**src/rtl/cmul_pkt_arbiter_if.sv**
```systemverilog
// Bundled stream signals for the complex-multiplier packet arbiter.
// The arbiter uses the slave modport; its environment (requesters, multiplier, sinks) uses master.
interface cmul_pkt_arbiter_if #(
    parameter int DATA_WIDTH = 16,
    parameter int PWIDTH     = 2 * DATA_WIDTH
);
    logic [2*DATA_WIDTH-1:0] s0_adata;
    logic [2*DATA_WIDTH-1:0] s0_bdata;
    logic                    s0_tvalid;
    logic                    s0_tlast;
    logic                    s0_tready;
    logic [2*DATA_WIDTH-1:0] s1_adata;
    logic [2*DATA_WIDTH-1:0] s1_bdata;
    logic                    s1_tvalid;
    logic                    s1_tlast;
    logic                    s1_tready;

    logic [2*DATA_WIDTH-1:0] m_adata;
    logic [2*DATA_WIDTH-1:0] m_bdata;
    logic                    m_tvalid;
    logic                    m_tlast;
    logic                    m_tready;

    logic [2*PWIDTH-1:0]     r_tdata;
    logic                    r_tvalid;
    logic                    r_tlast;
    logic                    r_tready;

    logic [2*PWIDTH-1:0]     o0_tdata;
    logic                    o0_tvalid;
    logic                    o0_tlast;
    logic                    o0_tready;
    logic [2*PWIDTH-1:0]     o1_tdata;
    logic                    o1_tvalid;
    logic                    o1_tlast;
    logic                    o1_tready;

    modport slave (
        input  s0_adata, s0_bdata, s0_tvalid, s0_tlast,
        output s0_tready,
        input  s1_adata, s1_bdata, s1_tvalid, s1_tlast,
        output s1_tready,
        output m_adata, m_bdata, m_tvalid, m_tlast,
        input  m_tready,
        input  r_tdata, r_tvalid, r_tlast,
        output r_tready,
        output o0_tdata, o0_tvalid, o0_tlast,
        input  o0_tready,
        output o1_tdata, o1_tvalid, o1_tlast,
        input  o1_tready
    );

    modport master (
        output s0_adata, s0_bdata, s0_tvalid, s0_tlast,
        input  s0_tready,
        output s1_adata, s1_bdata, s1_tvalid, s1_tlast,
        input  s1_tready,
        input  m_adata, m_bdata, m_tvalid, m_tlast,
        output m_tready,
        output r_tdata, r_tvalid, r_tlast,
        input  r_tready,
        input  o0_tdata, o0_tvalid, o0_tlast,
        output o0_tready,
        input  o1_tdata, o1_tvalid, o1_tlast,
        output o1_tready
    );
endinterface

```
**src/rtl/cmul_pkt_arbiter.sv**
```systemverilog
// Two-port packet arbiter in front of a shared complex multiplier; a tag FIFO routes results back.
// Define CMUL_ARB_RR_EN for round-robin tie breaking; otherwise port 0 has fixed priority.
module cmul_pkt_arbiter #(
    parameter int DATA_WIDTH = 16,
    parameter int PWIDTH     = 2 * DATA_WIDTH,
    parameter int TAG_DEPTH  = 8,
    localparam int PTR_W     = $clog2(TAG_DEPTH),
    localparam int CNT_W     = PTR_W + 1
) (
    input  logic                 clk,
    input  logic                 reset,
    cmul_pkt_arbiter_if.slave    bus,
    output logic [CNT_W-1:0]     inflight
);

    typedef enum logic [1:0] {
        IDLE   = 2'd0,
        GRANT0 = 2'd1,
        GRANT1 = 2'd2
    } state_t;

    localparam logic [CNT_W-1:0] FULL_CNT = CNT_W'(TAG_DEPTH);

    state_t                  state_q, state_d;
    logic [PTR_W-1:0]        wr_ptr_q, wr_ptr_d;
    logic [PTR_W-1:0]        rd_ptr_q, rd_ptr_d;
    logic [CNT_W-1:0]        count_q, count_d;
    logic                    tag_mem_q [TAG_DEPTH];

    logic [2*DATA_WIDTH-1:0] s_adata [2];
    logic [2*DATA_WIDTH-1:0] s_bdata [2];
    logic [1:0]              s_tvalid;
    logic [1:0]              s_tlast;
    logic [1:0]              s_tready;
    logic [1:0]              o_tvalid;
    logic [1:0]              o_tready;

    logic [2*DATA_WIDTH-1:0] m_adata;
    logic [2*DATA_WIDTH-1:0] m_bdata;
    logic                    m_tvalid;
    logic                    m_tlast;

    logic                    owner;
    logic                    grant_sel;
    logic                    push;
    logic                    pop;
    logic                    fifo_full;
    logic                    fifo_empty;
    logic                    head_tag;
    logic                    r_tready;

    assign s_adata[0]  = bus.s0_adata;
    assign s_bdata[0]  = bus.s0_bdata;
    assign s_tvalid[0] = bus.s0_tvalid;
    assign s_tlast[0]  = bus.s0_tlast;
    assign s_adata[1]  = bus.s1_adata;
    assign s_bdata[1]  = bus.s1_bdata;
    assign s_tvalid[1] = bus.s1_tvalid;
    assign s_tlast[1]  = bus.s1_tlast;
    assign bus.s0_tready = s_tready[0];
    assign bus.s1_tready = s_tready[1];

    assign bus.m_adata  = m_adata;
    assign bus.m_bdata  = m_bdata;
    assign bus.m_tvalid = m_tvalid;
    assign bus.m_tlast  = m_tlast;

    assign fifo_full  = (count_q == FULL_CNT);
    assign fifo_empty = (count_q == '0);
    assign head_tag   = tag_mem_q[rd_ptr_q];
    assign owner      = (state_q == GRANT1);
    assign inflight   = count_q;

    // ---------------------------------------------------------------- selection
`ifdef CMUL_ARB_RR_EN
    logic last_q, last_d;

    // On a tie the port that did not win last time goes next.
    assign grant_sel = (s_tvalid[0] && s_tvalid[1]) ? ~last_q : ~s_tvalid[0];
    assign last_d    = push ? grant_sel : last_q;

    always_ff @(posedge clk or posedge reset) begin
        if (reset) begin
            last_q <= 1'b1;
        end else begin
            last_q <= last_d;
        end
    end
`else
    assign grant_sel = ~s_tvalid[0];
`endif

    // ---------------------------------------------------------------- packet FSM
    always_comb begin
        state_d  = state_q;
        push     = 1'b0;
        m_adata  = '0;
        m_bdata  = '0;
        m_tvalid = 1'b0;
        m_tlast  = 1'b0;
        s_tready = 2'b00;
        unique case (state_q)
            IDLE: begin
                if ((|s_tvalid) && !fifo_full) begin
                    push    = 1'b1;
                    state_d = grant_sel ? GRANT1 : GRANT0;
                end
            end
            GRANT0, GRANT1: begin
                m_adata         = s_adata[owner];
                m_bdata         = s_bdata[owner];
                m_tvalid        = s_tvalid[owner];
                m_tlast         = s_tlast[owner];
                s_tready[owner] = bus.m_tready;
                if (s_tvalid[owner] && bus.m_tready && s_tlast[owner]) begin
                    state_d = IDLE;
                end
            end
            default: state_d = IDLE;
        endcase
    end

    // ---------------------------------------------------------------- tag FIFO
    always_comb begin
        wr_ptr_d = wr_ptr_q;
        rd_ptr_d = rd_ptr_q;
        count_d  = count_q;
        if (push) begin
            wr_ptr_d = wr_ptr_q + 1'b1;
        end
        if (pop) begin
            rd_ptr_d = rd_ptr_q + 1'b1;
        end
        unique case ({push, pop})
            2'b10:   count_d = count_q + 1'b1;
            2'b01:   count_d = count_q - 1'b1;
            default: count_d = count_q;
        endcase
    end

    always_ff @(posedge clk or posedge reset) begin
        if (reset) begin
            state_q  <= IDLE;
            wr_ptr_q <= '0;
            rd_ptr_q <= '0;
            count_q  <= '0;
        end else begin
            state_q  <= state_d;
            wr_ptr_q <= wr_ptr_d;
            rd_ptr_q <= rd_ptr_d;
            count_q  <= count_d;
        end
    end

    // Storage needs no reset: stale entries are unreachable once the pointers clear.
    always_ff @(posedge clk) begin
        if (push) begin
            tag_mem_q[wr_ptr_q] <= grant_sel;
        end
    end

    // ---------------------------------------------------------------- result routing
    assign o_tready[0] = bus.o0_tready;
    assign o_tready[1] = bus.o1_tready;
    assign r_tready    = !fifo_empty && o_tready[head_tag];
    assign pop         = bus.r_tvalid && r_tready && bus.r_tlast;
    assign bus.r_tready = r_tready;

    for (genvar gi = 0; gi < 2; gi++) begin : g_route
        assign o_tvalid[gi] = !fifo_empty && (int'(head_tag) == gi) && bus.r_tvalid;
    end

    assign bus.o0_tvalid = o_tvalid[0];
    assign bus.o1_tvalid = o_tvalid[1];
    assign bus.o0_tdata  = bus.r_tdata;
    assign bus.o1_tdata  = bus.r_tdata;
    assign bus.o0_tlast  = bus.r_tlast;
    assign bus.o1_tlast  = bus.r_tlast;

endmodule
```
**src/flat_wrapper.sv**
```systemverilog
// flat-port wrapper written by rule: the top's interface ports become plain ports
module cmul_pkt_arbiter_flat 
#(
    parameter int DATA_WIDTH = 16,
    parameter int PWIDTH     = 2 * DATA_WIDTH,
    parameter int TAG_DEPTH  = 8,
    localparam int PTR_W     = $clog2(TAG_DEPTH),
    localparam int CNT_W     = PTR_W + 1
)
  (clk, reset, inflight, bus_s0_adata, bus_s0_bdata, bus_s0_tvalid, bus_s0_tlast, bus_s0_tready, bus_s1_adata, bus_s1_bdata, bus_s1_tvalid, bus_s1_tlast, bus_s1_tready, bus_m_adata, bus_m_bdata, bus_m_tvalid, bus_m_tlast, bus_m_tready, bus_r_tdata, bus_r_tvalid, bus_r_tlast, bus_r_tready, bus_o0_tdata, bus_o0_tvalid, bus_o0_tlast, bus_o0_tready, bus_o1_tdata, bus_o1_tvalid, bus_o1_tlast, bus_o1_tready);
  cmul_pkt_arbiter_if #(.DATA_WIDTH(DATA_WIDTH), .PWIDTH(PWIDTH)) bus_i ();
  input  logic clk;
  input  logic reset;
  output logic [CNT_W-1:0] inflight;
  input wire logic [$bits(bus_i.s0_adata)-1:0] bus_s0_adata;
  input wire logic [$bits(bus_i.s0_bdata)-1:0] bus_s0_bdata;
  input wire logic [$bits(bus_i.s0_tvalid)-1:0] bus_s0_tvalid;
  input wire logic [$bits(bus_i.s0_tlast)-1:0] bus_s0_tlast;
  output wire logic [$bits(bus_i.s0_tready)-1:0] bus_s0_tready;
  input wire logic [$bits(bus_i.s1_adata)-1:0] bus_s1_adata;
  input wire logic [$bits(bus_i.s1_bdata)-1:0] bus_s1_bdata;
  input wire logic [$bits(bus_i.s1_tvalid)-1:0] bus_s1_tvalid;
  input wire logic [$bits(bus_i.s1_tlast)-1:0] bus_s1_tlast;
  output wire logic [$bits(bus_i.s1_tready)-1:0] bus_s1_tready;
  output wire logic [$bits(bus_i.m_adata)-1:0] bus_m_adata;
  output wire logic [$bits(bus_i.m_bdata)-1:0] bus_m_bdata;
  output wire logic [$bits(bus_i.m_tvalid)-1:0] bus_m_tvalid;
  output wire logic [$bits(bus_i.m_tlast)-1:0] bus_m_tlast;
  input wire logic [$bits(bus_i.m_tready)-1:0] bus_m_tready;
  input wire logic [$bits(bus_i.r_tdata)-1:0] bus_r_tdata;
  input wire logic [$bits(bus_i.r_tvalid)-1:0] bus_r_tvalid;
  input wire logic [$bits(bus_i.r_tlast)-1:0] bus_r_tlast;
  output wire logic [$bits(bus_i.r_tready)-1:0] bus_r_tready;
  output wire logic [$bits(bus_i.o0_tdata)-1:0] bus_o0_tdata;
  output wire logic [$bits(bus_i.o0_tvalid)-1:0] bus_o0_tvalid;
  output wire logic [$bits(bus_i.o0_tlast)-1:0] bus_o0_tlast;
  input wire logic [$bits(bus_i.o0_tready)-1:0] bus_o0_tready;
  output wire logic [$bits(bus_i.o1_tdata)-1:0] bus_o1_tdata;
  output wire logic [$bits(bus_i.o1_tvalid)-1:0] bus_o1_tvalid;
  output wire logic [$bits(bus_i.o1_tlast)-1:0] bus_o1_tlast;
  input wire logic [$bits(bus_i.o1_tready)-1:0] bus_o1_tready;
  assign bus_i.s0_adata = bus_s0_adata;
  assign bus_i.s0_bdata = bus_s0_bdata;
  assign bus_i.s0_tvalid = bus_s0_tvalid;
  assign bus_i.s0_tlast = bus_s0_tlast;
  assign bus_s0_tready = bus_i.s0_tready;
  assign bus_i.s1_adata = bus_s1_adata;
  assign bus_i.s1_bdata = bus_s1_bdata;
  assign bus_i.s1_tvalid = bus_s1_tvalid;
  assign bus_i.s1_tlast = bus_s1_tlast;
  assign bus_s1_tready = bus_i.s1_tready;
  assign bus_m_adata = bus_i.m_adata;
  assign bus_m_bdata = bus_i.m_bdata;
  assign bus_m_tvalid = bus_i.m_tvalid;
  assign bus_m_tlast = bus_i.m_tlast;
  assign bus_i.m_tready = bus_m_tready;
  assign bus_i.r_tdata = bus_r_tdata;
  assign bus_i.r_tvalid = bus_r_tvalid;
  assign bus_i.r_tlast = bus_r_tlast;
  assign bus_r_tready = bus_i.r_tready;
  assign bus_o0_tdata = bus_i.o0_tdata;
  assign bus_o0_tvalid = bus_i.o0_tvalid;
  assign bus_o0_tlast = bus_i.o0_tlast;
  assign bus_i.o0_tready = bus_o0_tready;
  assign bus_o1_tdata = bus_i.o1_tdata;
  assign bus_o1_tvalid = bus_i.o1_tvalid;
  assign bus_o1_tlast = bus_i.o1_tlast;
  assign bus_i.o1_tready = bus_o1_tready;
  cmul_pkt_arbiter #(.DATA_WIDTH(DATA_WIDTH), .PWIDTH(PWIDTH), .TAG_DEPTH(TAG_DEPTH)) u_core (.clk(clk), .reset(reset), .bus(bus_i), .inflight(inflight));
endmodule
```
**config.mk**
```make
export PLATFORM = sky130hd
export DESIGN_NAME = cmul_pkt_arbiter_flat
export DESIGN_NICKNAME = d
export VERILOG_FILES = /design/src/rtl/cmul_pkt_arbiter_if.sv /design/src/rtl/cmul_pkt_arbiter.sv /design/src/flat_wrapper.sv
export SDC_FILE = /design/constraint.sdc
export NUM_CORES = 1
export LEC_CHECK = 0
export BUFFER_PORTS_ARGS = -buffer_cell sky130_fd_sc_hd__buf_4
export CORE_AREA = 2 2 157 159
export CTS_CLUSTER_DIAMETER = 120
export DETAILED_ROUTE_END_ITERATION = 7
export DIE_AREA = 0 0 159 161
export GPL_ROUTABILITY_DRIVEN = 0
export GPL_TIMING_DRIVEN = 0
export PLACE_DENSITY = 0.51
export RECOVER_POWER = 100
export SYNTH_ARGS = -nofsm -noshare
export SYNTH_HDL_FRONTEND = slang
export SYNTH_SLANG_ARGS = --single-unit
export TNS_END_PERCENT = 100
```
**constraint.sdc**
```tcl
create_clock -name clk -period 3 [get_ports clk]
set_input_delay 0.6 -clock clk [delete_from_list [all_inputs] [get_ports clk]]
set_output_delay 0.6 -clock clk [all_outputs]
set_load 0.005 [all_outputs]
```
==> impl_results.md, run 1 <==
- Die Span Y: about 160 um
- Wirelength per Cell: 12.7 um
- Crit Path Category: reg -> out
- Worst-case clock buffer depth: 2
- Max-slew headroom: 58.4%
- FMAX: 350 MHz
- Vias/cell: approximately 3.4
- Worst-margin pin slew: 0.618 ns
- Clock transition at path regs: about 0.06 ns
- CTS tree: built
- Pin count of the biggest net entering global routing: 13
- Reg2reg end: u_core.inflight[3]$_DFFE_PP0P_
- Final Hold Vio Count: 0
- Reg2reg path depth: 11
- Port bufs: between 300 and 400
- Yosys warns: 0
- Share of cells above drive strength 1: 66.9%
- Depth of the CTS H-tree: 1
- Post-CTS Hold Buffers: 0
- # setup viols final: 0
- Met3 wire length: 1170 um
- GRT overflow: 0
- Post-synth ARST share: 60.0%
- Worst path max stage delay: approximately 0.41 ns
- Synth area leader: buf_4
- Maximum vdd ir drop: roughly 0.24 mV
- R2r setup slk: 0.16 ns
- WL final: approximately 13000 um
- Vias in the first global route: roughly 3400
- Finished Layout Cells: 1041
- Clock skew: about 0.0032 ns
- Placed Instances: roughly 1000
- Clock Latency Late Sink: 0.25 ns
- Outcome: completed
- Max cap viols: 0
- Hold Path Class: in -> async
- Top-count cell post-synth: buf_4
- Crit-path slowest cell: mux2i_2
- Finished Cell Area: roughly 0.0063 mm^2
- Initial Utilization: between 10% and 20%
- Cts bufs inserted: 3
- Detail Route Antenna Nets: 0
- Post-synth top area share: a little under a third
- FF-to-FF Start: u_core.rd_ptr_q[0]$_DFFE_PP0P_
- Pwr dens: 564 mW/mm^2
- DRC: 0
- Dpl cell area: 0.00618 mm^2
- End point of the critical path: bus_m_adata[13]
- Top cells by area, synth: buf_4 (31%), mux2i_1 (21%), nor2b_1 (13%)
- Synth Instances: 369
- Worst-path maximum fanout: 10
- Crit path DAT: between 2 and 2.5 ns
- Top sig layer: met4
- Site Rows: 57
- Die W: approximately 160 um
- Worst Setup SP: u_core.state_q[0]$_DFFE_PP0P_
- Synth cell count leaders: buf_4 (130), mux2i_1 (68), nor2b_1 (67)
- Core Box Area: around 0.024 mm^2
- Number of flops mapped to enable cells by yosys: 8
- Post-synth top flop: dfrtp_1
- Layout area overhead: 95.6%
- Slew Viols, Final: 0
- Root buffer cell: clkbuf_16
- Count of different cell masters after synthesis: 34
- WP data required: approximately 2.4 ns
- Routed length on met2: between 6000 and 7000 um
- Crit share post-route: around 95%
- Static leakage: around 3.1 nW
- Io pins: a little over 400
- HPWL after DPL: approximately 12000 um
- Worst-path cell chain: inv_1 -> ha_1 -> clkbuf_1 -> clkbuf_2 -> mux2i_2 -> nor2b_1 -> clkbuf_4
- Netlist area before placement: roughly 0.0032 mm^2
- Initial antenna violation count: 0
- Critical Path Start Type: register
- Via count: between 3000 and 4000
- First-pass GRT wire length: around 19000 um
- Number of fill cells in the layout: 2674
- Syn avg cell area: a little under 9 um^2
- M1 WL: around 5300 um
- Util after Layout: 26.1%
- Drt pass-1 iters: 4
- Sequential area share after synthesis: 16.9%
- RSZ-0062 raised after global routing: false
- Nets: slightly above 900
- Register bit total from synthesis: 20
- Clk sink count: 20
- Tmin final: 2.86 ns
- Critical Path End Type: output port
- # diodes: 0
- Net Count, Synth: between 500 and 600
- Die ar.: between 0.02 and 0.03 mm^2
- Total GRT Usage: just over 9%
- Drt first-iter violations: 93
[registers in the layout, summed over array words and instances, names as in the netlist]
signal            flops
u_core.inflight       4
u_core.rd_ptr_q       3
u_core.state_q        2
u_core.tag_mem_q      8
u_core.wr_ptr_q       3
[final cells by class]
type / instances / area (um^2) / area share (%)
repair buffers: 344 / 2520 / 40.4
multi-input cells: 195 / 1600 / 25.5
plain buffers: 146 / 1050 / 16.8
flip-flops and latches: 20 / 542 / 8.67
well taps: 324 / 405 / 6.49
clock buffers: 3 / 75.1 / 1.20
clock inverters: 1 / 30.0 / 0.480
inverters: 8 / 30.0 / 0.480
[power breakdown]
part           switching [mW]  leakage, nW  internal [mW]  total, mW
clock                  0.0998       0.0511          0.265      0.364
combinational            1.16         2.83           1.51       2.66
sequential              0.106        0.215          0.390      0.497
[layer usage]
layer,global-route usage [%],vias up
li1,-,1774
met1,11.1,1514
met2,16.9,198
met3,2.88,6
met4,0.579,0
met5,0,-
[per-stage QoR]
step                      hold WS, ns  setup WS [ns]  setup TNS (ns)  power [mW]
after floorplan                 0.465          0.224               0        1.93
after global placement          0.509        -0.0350         -0.0350        3.27
after detailed placement        0.501        -0.0776         -0.0776        3.28
after CTS                       0.400         0.0349               0        3.68
after global routing            0.434        0.00120               0        3.84
final                           0.377          0.144               0        3.52
[kinds of logic (layout without fill, tap and decap cells)]
group / count (synthesis) / in the layout / synth area share, %
AOI/OAI and AO/OA: 12 / 12 / 2.35
xor gates and xnor gates: 8 / 8 / 2.19
adders and majority gates: 8 / 8 / 3.37
buffers and inverters: 154 / 502 / 33.4
DFF: 20 / 20 / 16.9
muxes: 73 / 73 / 24.1
and+or+nand+nor: 94 / 94 / 17.7
[critical path, delay by kind of cell (launching register included)]
family | cells | cell delay [ns]
fa+ha+maj | 1 | 0.17
buf+inv | 4 | 0.92
flops | 1 | 0.38
mux | 1 | 0.41
simple gates | 1 | 0.11
[layout by cell type, fill, tap and decap left out, types with 2 or more instances in the layout]
master,synthesis,routed
nor3b_1,2,2
mux2_2,2,2
clkbuf_1,8,22
nand3_1,3,3
nor3_1,3,3
buf_1,6,2
clkbuf_16,0,3
a21boi_0,2,2
edfxtp_1,8,8
a21oi_1,3,2
clkbuf_4,0,184
nor2_1,5,5
nor4b_1,2,2
nand2_1,7,7
inv_1,8,8
o21ai_0,3,3
dfrtp_1,12,11
buf_2,2,2
buf_4,130,276
nor2b_1,67,67
clkbuf_2,0,4
xnor2_1,6,6
mux4_2,0,2
ha_1,7,7
xor2_1,2,2
mux2i_1,68,67
[what timing repair did]
item / CTS / global route
cloned: 0 / 0
setup buffers: 1 / 0
gates resized for setup: 6 / 10
setup endpoints to repair: 25 / 21
[worst min path at each step]
stage	startpoint	cells after the start	endpoint	slack (ns)
2_1_floorplan	reset	1	u_core.inflight[0]$_DFFE_PP0P_	0.46
3_3_place_gp	u_core.state_q[0]$_DFFE_PP0P_	1	u_core.state_q[0]$_DFFE_PP0P_	0.51
3_5_place_dp	u_core.state_q[0]$_DFFE_PP0P_	1	u_core.state_q[0]$_DFFE_PP0P_	0.50
4_1_cts	reset	2	u_core.inflight[1]$_DFFE_PP0P_	0.40
5_1_grt	reset	2	u_core.state_q[1]$_DFFE_PP0P_	0.43
6_report	reset	2	u_core.inflight[1]$_DFFE_PP0P_	0.38
(Power assumes the default switching activity.)
==> run 2: changes to the inputs <==
- PLACE_DENSITY: 0.51 -> 0.38
==> impl_results.md, run 2 (synthesis results as in run 1) <==
- CTS tree: built
- FMAX: 346 MHz
- Combinational share of power: 76.6%
- Most frequent cells in the layout: buf_4 (343), clkbuf_4 (120), mux2i_1 (67), nor2b_1 (67), clkbuf_1 (21)
- # diodes: 0
- Met1 Track Usage GR: between 10% and 20%
- Reg2reg path depth: 11
- Pint: 2.27 mW
- Final Hold Vio Count: 0
- Storage cell area: about 540 um^2
- Vias/cell: 3.38
- Hold Path Class: in -> async
- Port bufs: 343
- Number of fill cells in the layout: between 2000 and 3000
- Total GRT Usage: between 10% and 20%
- Most common cell after layout, fill and taps aside: buf_4
- Critical Path Stages: 9
- DRC: 0
- Crit-path most repeated cell: buf_4
- Area occupied by multi-input gates: 0.00160 mm^2
- Crit path max-delay family: multiplexers
- Buf/Inv on CP: 5
- Critical Path End Type: output port
- Outcome: completed
- GRT overflow: 0
- First-pass GRT wire length: 23100 um
- Layout area overhead: 96.5%
- Initial antenna violation count: 0
- Root buffer cell: clkbuf_16
- Largest Register: u_core.tag_mem_q
- Site Rows: between 50 and 60
- Critical Path Start Type: register
- Cts bufs inserted: 3
- Drt first-iter violations: 63
- Switching pwr: ~1.4 mW
- Crit share post-route: 96.2%
- Slew Viols, Final: 0
- Clock skew: approximately 0.0032 ns
- WP data required: between 2 and 2.5 ns
- Die W: 159 um
- M2 GR Usage: about 22%
- Nets: 931
- Worst-path cell chain: mux4_2 -> mux2i_4 -> mux2i_2 -> buf_4 -> buf_4 -> buf_4 -> buf_4 -> a21oi_1 -> buf_4
- Worst-path maximum fanout: 4
- HPWL after DPL: approximately 14000 um
- Detail Route Antenna Nets: 0
- Sw frac: between 30% and 40%
- Clock transition at path regs: about 0.060 ns
- Clk sink count: 20
- Static leakage: around 3.1 nW
- Share of cells above drive strength 1: 67.6%
- Via count: 3522
- Depth of the CTS H-tree: 1
- Post-CTS Hold Buffers: 0
- Die Span Y: roughly 160 um
- Finished Cell Area: 0.00628 mm^2
- Crit Path Category: reg -> out
- Clock Latency Late Sink: between 0.2 and 0.3 ns
- Max cap viols: 0
- Core Box Area: roughly 0.024 mm^2
- # setup viols final: 0
- Pin count of the biggest net entering global routing: 13
- Dpl cell area: ~0.006 mm^2
- Final Power: about 3.7 mW
- GRT busiest layer: met2
- Vias in the first global route: 3655
- Worst-case clock buffer depth: 2
- Die ar.: approximately 0.026 mm^2
- Clk network pwr share: 9.9%
- Initial Utilization: 13.3%
- Max-slew headroom: approximately 66%
- Max reg flops: 8
- Io pins: about 400
- GR Util met3: about 3.0%
- Pwr dens: between 500 and 600 mW/mm^2
- Tmin final: ~2.9 ns
- WL final: 16100 um
- Wirelength per Cell: between 15 and 20 um
- Worst path max stage delay: 0.55 ns
- RSZ-0062 raised after global routing: false
- Crit-path slowest cell: mux4_2
- Drt pass-1 iters: 4
- Crit path DAT: approximately 2.3 ns
- Reg power frac: approximately 14%
- Worst-margin pin slew: 0.512 ns
- Maximum vdd ir drop: roughly 0.33 mV
run 2: changes by cell type in the layout (fill, tap and decap cells not counted), moves of 2 or more:
cell,delta
clkbuf_2,-2
buf_4,+67
buf_2,+2
clkbuf_4,-64
run 2: power by group through the flow:
stage	Sequential [mW]	Clock, mW	Combinational, mW
final	0.499	0.368	2.84
after global placement	0.502	0	2.88
after CTS	0.497	0.375	2.89
after global routing	0.520	0.390	3.14
after detailed placement	0.499	0	2.85
after floorplan	0.471	0	1.46
run 2: stage by stage:
step | utilization, % | setup slack [ns] | TNS [ns] | hold slack, ns | cells
4_1_cts | 26.3 | 0.0375 | 0 | 0.396 | 1042
3_3_place_gp | 25.8 | -0.119 | -0.689 | 0.503 | 1036
5_1_grt | 26.2 | 0.00959 | 0 | 0.424 | 1043
2_1_floorplan | - | 0.224 | 0 | 0.465 | 369
3_5_place_dp | 25.8 | -0.0847 | -0.481 | 0.513 | 1036
6_report | 26.2 | 0.113 | 0 | 0.379 | 1043
run 2: final cells by class:
class / count / area share (%)
Tap cell: 324 / 6.46
Sequential cell: 20 / 8.63
Inverter: 8 / 0.478
Multi-Input combinational cell: 195 / 25.5
Clock buffer: 3 / 1.20
Timing Repair Buffer: 348 / 40.7
Buffer: 144 / 16.6
Clock inverter: 1 / 0.478
run 2: repair_timing:
action                                  CTS  global route
setup buffers                             3             2
gates cloned                              0             0
gates resized for setup                   9             9
endpoints found under the setup margin   48            27
run 2: path summary, 6_finish.rpt:
check                                               start                              to  slack, ns
min reg2reg                 u_core.state_q[0]$_DFFE_PP0P_   u_core.state_q[0]$_DFFE_PP0P_       0.53
max                        u_core.rd_ptr_q[0]$_DFFE_PP0P_                    bus_r_tready       0.11
min in group clk            u_core.state_q[0]$_DFFE_PP0P_   u_core.state_q[0]$_DFFE_PP0P_       0.53
max in group asynchronous                           reset  u_core.rd_ptr_q[0]$_DFFE_PP0P_       2.25
max reg2reg                u_core.rd_ptr_q[0]$_DFFE_PP0P_  u_core.inflight[3]$_DFFE_PP0P_       0.17
min                                                 reset  u_core.inflight[2]$_DFFE_PP0P_       0.38
run 2: routing by layer:
| metal | share of wire [%] | wire length (um) |
|---|---|---|
| met5 | 0 | 0 |
| met4 | 0.18 | 29 |
| met3 | 7.7 | 1240 |
| met2 | 54 | 8650 |
| met1 | 38 | 6170 |
